<file path="config.mk">
export PLATFORM = sky130hd
export DESIGN_NAME = pipe_ctrl
export DESIGN_NICKNAME = d
export VERILOG_FILES = /design/src/rtl/pipe_ctrl.sv
export SDC_FILE = /design/constraint.sdc
export NUM_CORES = 1
export LEC_CHECK = 0
export BUFFER_PORTS_ARGS = -buffer_cell sky130_fd_sc_hd__buf_2
export CORE_ASPECT_RATIO = 0.6
export CORE_MARGIN = 10
export CORE_UTILIZATION = 47
export DETAILED_ROUTE_END_ITERATION = 10
export PLACE_DENSITY = 0.92
export RECOVER_POWER = 100
export SLEW_MARGIN = 40
export SYNTH_ARGS = -nofsm -noshare
export SYNTH_HDL_FRONTEND = slang
export SYNTH_SLANG_ARGS = --single-unit
</file>
<file path="constraint.sdc">
create_clock -name clk -period 2.6 [get_ports clk]
set_input_delay 0.39 -clock clk [delete_from_list [all_inputs] [get_ports clk]]
set_output_delay 0.39 -clock clk [all_outputs]
set_load 0.02 [all_outputs]
</file>
<file path="src/rtl/pipe_ctrl.sv">
// rtl/pipe_ctrl.sv - 5-stage pipeline stall merge, exception redirect sequencer and stall watchdog
// Optional perf_stall_cnt output when PIPE_CTRL_PERF_EN is defined.
module pipe_ctrl #(
    parameter logic [31:0] EXC_VECTOR    = 32'h00000020,
    parameter logic [31:0] ERET_CODE     = 32'h0000000e,
    parameter int          STALL_TIMEOUT = 1024
) (
    input  logic        clk,
    input  logic        rst,
    input  logic        stallreq_if,
    input  logic        stallreq_id,
    input  logic        stallreq_ex,
    input  logic        stallreq_mem,
    input  logic [31:0] excepttype_i,
    input  logic [31:0] cp0_epc_i,
    output logic [5:0]  stall,
    output logic        flush,
    output logic [31:0] new_pc,
`ifdef PIPE_CTRL_PERF_EN
    output logic [31:0] perf_stall_cnt,
`endif
    output logic        stall_timeout
);

    localparam logic [1:0] S_RUN    = 2'd0;
    localparam logic [1:0] S_FREEZE = 2'd1;
    localparam logic [1:0] S_FLUSH  = 2'd2;

    localparam logic [15:0] TO_LIMIT = 16'(STALL_TIMEOUT - 1);

    logic [1:0]  state;
    logic [31:0] new_pc_reg;
    logic [15:0] stall_run;
    logic        exc_take;

    assign exc_take = (state == S_RUN) && (excepttype_i != 32'd0);

    // An exception in RUN overrides every stage request with the freeze vector.
    always_comb begin
        stall = 6'b000000;
        case (state)
            S_RUN: begin
                if (exc_take)          stall = 6'b011111;
                else if (stallreq_mem) stall = 6'b011111;
                else if (stallreq_ex)  stall = 6'b001111;
                else if (stallreq_id)  stall = 6'b000111;
                else if (stallreq_if)  stall = 6'b000111;
                else                   stall = 6'b000000;
            end
            S_FREEZE: stall = 6'b011111;
            default:  stall = 6'b000000;
        endcase
    end

    assign flush  = (state == S_FLUSH);
    assign new_pc = new_pc_reg;

    always_ff @(posedge clk or posedge rst) begin
        if (rst) begin
            state      <= S_RUN;
            new_pc_reg <= 32'd0;
        end else begin
            case (state)
                S_RUN: begin
                    if (exc_take) begin
                        state      <= S_FREEZE;
                        new_pc_reg <= (excepttype_i == ERET_CODE) ? cp0_epc_i : EXC_VECTOR;
                    end
                end
                S_FREEZE: state <= S_FLUSH;
                default:  state <= S_RUN;
            endcase
        end
    end

    // Leaving FREEZE is the entry into FLUSH, so the run length restarts there.
    always_ff @(posedge clk or posedge rst) begin
        if (rst) begin
            stall_run     <= 16'd0;
            stall_timeout <= 1'b0;
        end else begin
            if (state == S_FREEZE)
                stall_run <= 16'd0;
            else if (stall[0]) begin
                if (stall_run != 16'hFFFF)
                    stall_run <= stall_run + 16'd1;
            end else
                stall_run <= 16'd0;

            if (stall[0] && (stall_run == TO_LIMIT))
                stall_timeout <= 1'b1;
        end
    end

`ifdef PIPE_CTRL_PERF_EN
    always_ff @(posedge clk or posedge rst) begin
        if (rst)
            perf_stall_cnt <= 32'd0;
        else if (stall[0])
            perf_stall_cnt <= perf_stall_cnt + 32'd1;
    end
`endif

endmodule
</file>
==> results.tsv, run 1 <==
metric	value	unit
drt_iter0_drc	145	
min_from	cp0_epc_i[30]	
slew_violations	0	
synthMuxAreaShare	1.213	%
finish.cell_count_without_fillers	379	
fin_nets	383	
report.final.setup_viol	0	
worst-r2r-setup-slack	0.60	ns
cts.path.max_buffers	2	
clkTransAtPathRegs	0.09	ns
antenna_found_initial	0	
p_leak	1.382	nW
n_fill_cell	471	
hold_viol	0	
peakVddDrop	0.2694	mV
layout-drive-gt1-share	29.39	%
crit_path_end_kind	register	
hold_buffers	0	
port_buffers	108	
clockRootBuffer	clkbuf_8	
synth-seq-cells	51	
seq_area_frac_synth	51.54	%
dieArea	8667	um^2
antenna_cells	0	
synthArstFlopShare	100.0	%
firstDrtPassIters	4	
overflow	0	
synth_area	2476	um^2
syn_inst	205	
synth-simple-area-share	22.08	%
start_util	48.74	%
track_usage	14.62	%
die_h	76.22	um
crit_fanout	31	
ys.flop_type	dfrtp_1	
cts_buffers	5	
area_growth	23.14	%
critPathKind	in2reg	
synth_xor_area_share	1.061	%
tritoncts_num_sinks	51	
worstReg2RegStart	state[0]$_DFFE_PP0P_	
synthAdderAreaFrac	0.5053	%
synth_edf_count	0	
hp-class	in2reg	
largest_register_ffs	32	
critPathArrivalTime	2.35	ns
grt_first_pass_wirelength	10610	um
period_needed	2.116	ns
synth_nets	276	
cts_tree	done	
ant_nets	0	
dp_hpwl	5054	um
gp_congestion	0.8207	
r2r-end	stall_timeout$_DFFE_PP0P_	
die_x	113.7	um
routed-via-count	2081	
ys.warnings.count	0	
status	completed	
viasPerCell	5.491	
drt-total-wl	6522	um
cap_violations	0	
powerDensity	465.9	nW/um^2
min_period_over_period	81.37	%
core_area	5080	um^2
post_cts_buffers	0	
max_slew.worst_pin.slew	1.198	ns
grt_max_degree	52	
row_count	20	
synth_cell_type_count	42	
insertion_delay	0.30	ns
max_freq	472.7	MHz
syn_avg_cell_area	12.08	um^2
regArea	1276	um^2
grt_pass1_vias	2245	
multi_input_area	1044	um^2
crit_required	2.84	ns
holdPathStages	2	
maxSlewHeadroom	20.13	%
start_kind	input pin	
reg2regPathDepth	5	
dp_cells	371	
skew	0.004515	ns
synth_top_family_by_area	simple AND/OR/NAND/NOR gates	
cts_resized	0	
io_pins	110	
cts_max_level	2	
synth_compound_area_share	19.05	%
wire_per_inst	17.21	um
drcViolationCount	0	
holdPathEnd	new_pc[30]$_DFFE_PP0P_	
setup_tns	0	ns
rsz0062_at_grt	false	
==> cell usage in the layout (no fill, tap or decap), drive strengths merged, types with 4 or more instances in the layout <==
master	n
a211oi	9
a22o	31
and4	4
buf	69
clkbuf	48
dfrtp	51
inv	6
nand2	6
nand3	7
nand4	10
nor2	8
nor3	12
nor4	9
o21ai	6
o31ai	4
or3	8
==> worst max-delay path by stage <==
stage,from,end
2_1_floorplan,excepttype_i[20],stall[1]
5_1_grt,excepttype_i[20],stall[1]
6_report,excepttype_i[20],new_pc[19]$_DFFE_PP0P_
3_5_place_dp,excepttype_i[24],new_pc[19]$_DFFE_PP0P_
4_1_cts,excepttype_i[24],stall[1]
3_3_place_gp,excepttype_i[24],stall[2]
==> report_power, final <==
group | internal, W | total, W | switching, W
Combinational | 0.0000417 | 0.0000834 | 0.0000417
Sequential | 0.000792 | 0.000792 | 0.00000000558
Clock | 0.000287 | 0.000545 | 0.000258
==> Yosys cell counts (2+ instances only) <==
library cell	n	share of area, %
nand2_1	6	0.91
nor2_1	8	1.2
xor2_1	3	1.1
nor3_1	9	1.8
buf_6	3	1.4
o21ai_1	2	0.40
a22o_1	31	11
nand3_1	6	1.2
buf_4	4	1.2
or3_1	8	2.0
buf_2	3	0.61
nor2b_1	2	0.51
o21ai_0	4	0.81
nand4_2	3	1.5
a211oi_1	8	2.4
dfrtp_1	51	52
and4_1	3	1.1
inv_1	6	0.91
or4_1	3	0.91
nor4_4	4	3.4
clkbuf_1	2	0.30
mux2i_1	3	1.2
o31ai_1	3	0.91
nor4_2	4	2.0
a31oi_1	2	0.51
nand4_1	6	1.5
o2111ai_1	2	0.71
nor3_2	2	0.81
==> kinds of logic (layout without fill, tap and decap cells) <==
group	count (synthesis)	in the layout
AO/OA/AOI/OAI	57	57
buffers and inverters	18	126
other	1	1
AND/OR/NAND/NOR	71	71
flip-flops	51	51
adder cells (fa/ha/maj)	1	1
XOR/XNOR	3	3
multiplexers	3	3
==> per-layer routing <==
metal | share of wire (%) | vias to the layer above | GRT usage (%) | wire length [um]
met5 | 0 | - | 0 | 0
met4 | 0.94 | 0 | 4.167 | 61
met3 | 9.9 | 5 | 6.525 | 644
met2 | 44 | 81 | 22.29 | 2891
met1 | 45 | 986 | 18.19 | 2926
li1 | - | 1009 | - | -
==> worst max-delay path: stages <==
cell      delay, ns
clkbuf_1       0.08
nor4_1         0.29
nand4_1        0.29
o31ai_1        0.47
clkbuf_2       0.58
a22o_1         0.23
==> layout make-up <==
type	count	area share, %
Clock buffer	5	2.257
Clock inverter	3	1.436
Inverter	6	0.7386
Multi-Input combinational cell	136	34.22
Sequential cell	51	41.85
Tap cell	66	2.708
Timing Repair Buffer	112	16.78
==> stage by stage <==
| step | hold slack [ns] | util (%) | setup WS (ns) | instance area (um^2) | total power [W] |
|---|---|---|---|---|---|
| after global placement | 0.4585 | 60.02 | 0.6120 | 3049 | 0.0008930 |
| final | 0.3018 | 60.02 | 0.4843 | 3049 | 0.001421 |
| after CTS | 0.2586 | 62.24 | 0.6039 | 3162 | 0.001438 |
| after floorplan | 0.5053 | - | 0.4280 | 2476 | 0.0008312 |
| after detailed placement | 0.4702 | 60.02 | 0.5369 | 3049 | 0.0008958 |
| after global routing | 0.2889 | 60.02 | 0.2499 | 3049 | 0.001476 |
Power figures use the tool's default switching activity.
==> run 2: changes to the inputs <==
clock period = 2 ns   (was 2.6 ns; I/O delays follow)
==> results.tsv, run 2 (synthesized netlist as in run 1, its figures left out) <==
metric	value	unit	change
grt_max_degree	32		-38%
final_common_cell	buf_2		
finish.utilization	61.92	%	+1.9 points
die_x	113.7	um	unchanged
dpl_worst_slack	0.1215	ns	-0.4155 ns
clockRootBuffer	clkbuf_8		
routed-via-count	2167		+4.1%
antenna_found_initial	0		unchanged
critPathKind	reg2out		
setup_tns	0	ns	unchanged
worstPathCellList	nor3_4, nand3_1, nor3_2, nor2_1, buf_2		
n_fill_cell	437		-7.2%
drcViolationCount	0		unchanged
hold_buffers	0		unchanged
cts_tree	done		
crit_required	1.70	ns	-1.14 ns
crit_fanout	6		-81%
overflow	0		unchanged
met1_length	2972	um	+1.6%
dp_hpwl	5248	um	+3.8%
firstDrtPassIters	4		unchanged
skew	0.005441	ns	+0.0009265 ns
max_freq	537.2	MHz	
ant_nets	0		unchanged
area_growth	27.03	%	
insertion_delay	0.30	ns	about the same
dieArea	8667	um^2	unchanged
maxSlewHeadroom	23.20	%	+3.1 points
cp_top_family	simple AND/OR/NAND/NOR gates		
tritoncts_num_sinks	51		unchanged
layout-drive-gt1-share	33.02	%	+3.6 points
viasPerCell	5.688		+3.6%
powerDensity	625.3	nW/um^2	+34%
crit_cells	5		-1
slowest_delay	0.46	ns	-0.12 ns
port_buffers	108		unchanged
die_h	76.22	um	unchanged
fin_nets	385		+0.52%
gp_congestion	0.8110		-1.2%
top_layer	met4		
drt_iter0_drc	183		+26%
slew_violations	0		unchanged
cts_max_level	2		unchanged
start_util	48.74	%	unchanged
cts_buffers	5		unchanged
reg2regPathDepth	6		+1
drt-total-wl	6843	um	+4.9%
p_leak	1.398	nW	+1.2%
rsz0062_at_grt	false		
fin_ws	0.1383	ns	-0.3459 ns
dr_wl_met3	691	um	+7.3%
core_area	5080	um^2	unchanged
grt_first_pass_wirelength	11240	um	+6.0%
slowest_stage	dfrtp_2		
wire_per_inst	17.96	um	+4.4%
report.final.setup_viol	0		unchanged
peakVddDrop	0.2789	mV	+3.5%
start_kind	register		
track_usage	15.44	%	+0.82 points
hp-class	in2reg		
critPathArrivalTime	1.56	ns	-0.79 ns
hold_viol	0		unchanged
antenna_cells	0		unchanged
cap_violations	0		unchanged
clkTransAtPathRegs	0.09	ns	about the same
period_needed	1.862	ns	
largest_register_ffs	32		unchanged
status	completed		
row_count	20		unchanged
post_cts_buffers	0		unchanged
crit_path_end_kind	output pin		
grt_pass1_vias	2257		+0.53%
cts.path.max_buffers	2		unchanged
min_period_over_period	93.08	%	
io_pins	110		unchanged
max_slew.worst_pin.slew	1.151	ns	-0.04725 ns
mostFrequentLayoutCells	73 x buf_2, 50 x dfrtp_1, 37 x clkbuf_1		
route.met2.wl	3097	um	+7.1%
holdPathStages	2		unchanged
path_buf_inv	1		-1
==> run 2: final cells by class <==
| cell class | count | area (um^2) | share of cell area [%] |
|---|---|---|---|
| inverter | 6 | 22.52 | 0.7160 |
| clock inverter | 2 | 60.06 | 1.909 |
| sequential | 51 | 1277 | 40.61 |
| multi-input combinational | 136 | 1070 | 34.01 |
| tap | 66 | 82.58 | 2.625 |
| clock buffer | 6 | 72.57 | 2.307 |
| timing repair buffer | 114 | 560.5 | 17.82 |
==> run 2: stage by stage <==
step	std cells	total power [W]	instance area, um^2	hold slack, ns
3_5_place_dp	373	0.001165	3089	0.4228
5_1_grt	381	0.002042	3146	0.2065
3_3_place_gp	373	0.001163	3089	0.4174
2_1_floorplan	205	0.001081	2476	0.4397
4_1_cts	381	0.001982	3222	0.09318
6_report	381	0.001967	3146	0.2143
==> run 2: final timing paths <==
check / from / to / slack (ns)
setup / recovery: state[0]$_DFFE_PP0P_ / stall[2] / 0.14
hold / removal: cp0_epc_i[13] / new_pc[13]$_DFFE_PP0P_ / 0.21
setup reg to reg: stall_run[0]$_DFFE_PP0P_ / stall_run[3]$_DFFE_PP0P_ / 0.17
hold reg to reg: stall_timeout$_DFFE_PP0P_ / stall_timeout$_DFFE_PP0P_ / 0.50
max in group asynchronous: rst / state[0]$_DFFE_PP0P_ / 0.62
min in group asynchronous: rst / new_pc[16]$_DFFE_PP0P_ / 0.28
==> run 2: power by group <==
part           leakage [nW]   switching, W  internal, W
logic                 0.639      0.0000558    0.0000548
registers             0.693  0.00000000880      0.00103
clock network        0.0654       0.000327     0.000500
total                  1.40       0.000382      0.00158
==> run 2: repair_timing <==
action                                  in CTS  in global routing
resized for setup                            0                  5
hold endpoints to repair                     0                  0
endpoints found under the setup margin       0                  6
==> run 2: layer usage <==
| layer | track usage, % | up-vias |
|---|---|---|
| li1 | - | 1016 |
| met3 | 7.390 | 10 |
| met1 | 19.41 | 1040 |
| met5 | 0 | - |
| met2 | 22.98 | 101 |
| met4 | 4.293 | 0 |
==> run 2: worst register-to-register path: stages, from the launching register on <==
cell	delay [ns]
dfrtp_1	0.45
ha_2	0.27
nand4_1	0.17
nor4_1	0.27
buf_4	0.23
o21ai_0	0.10
a211oi_1	0.23
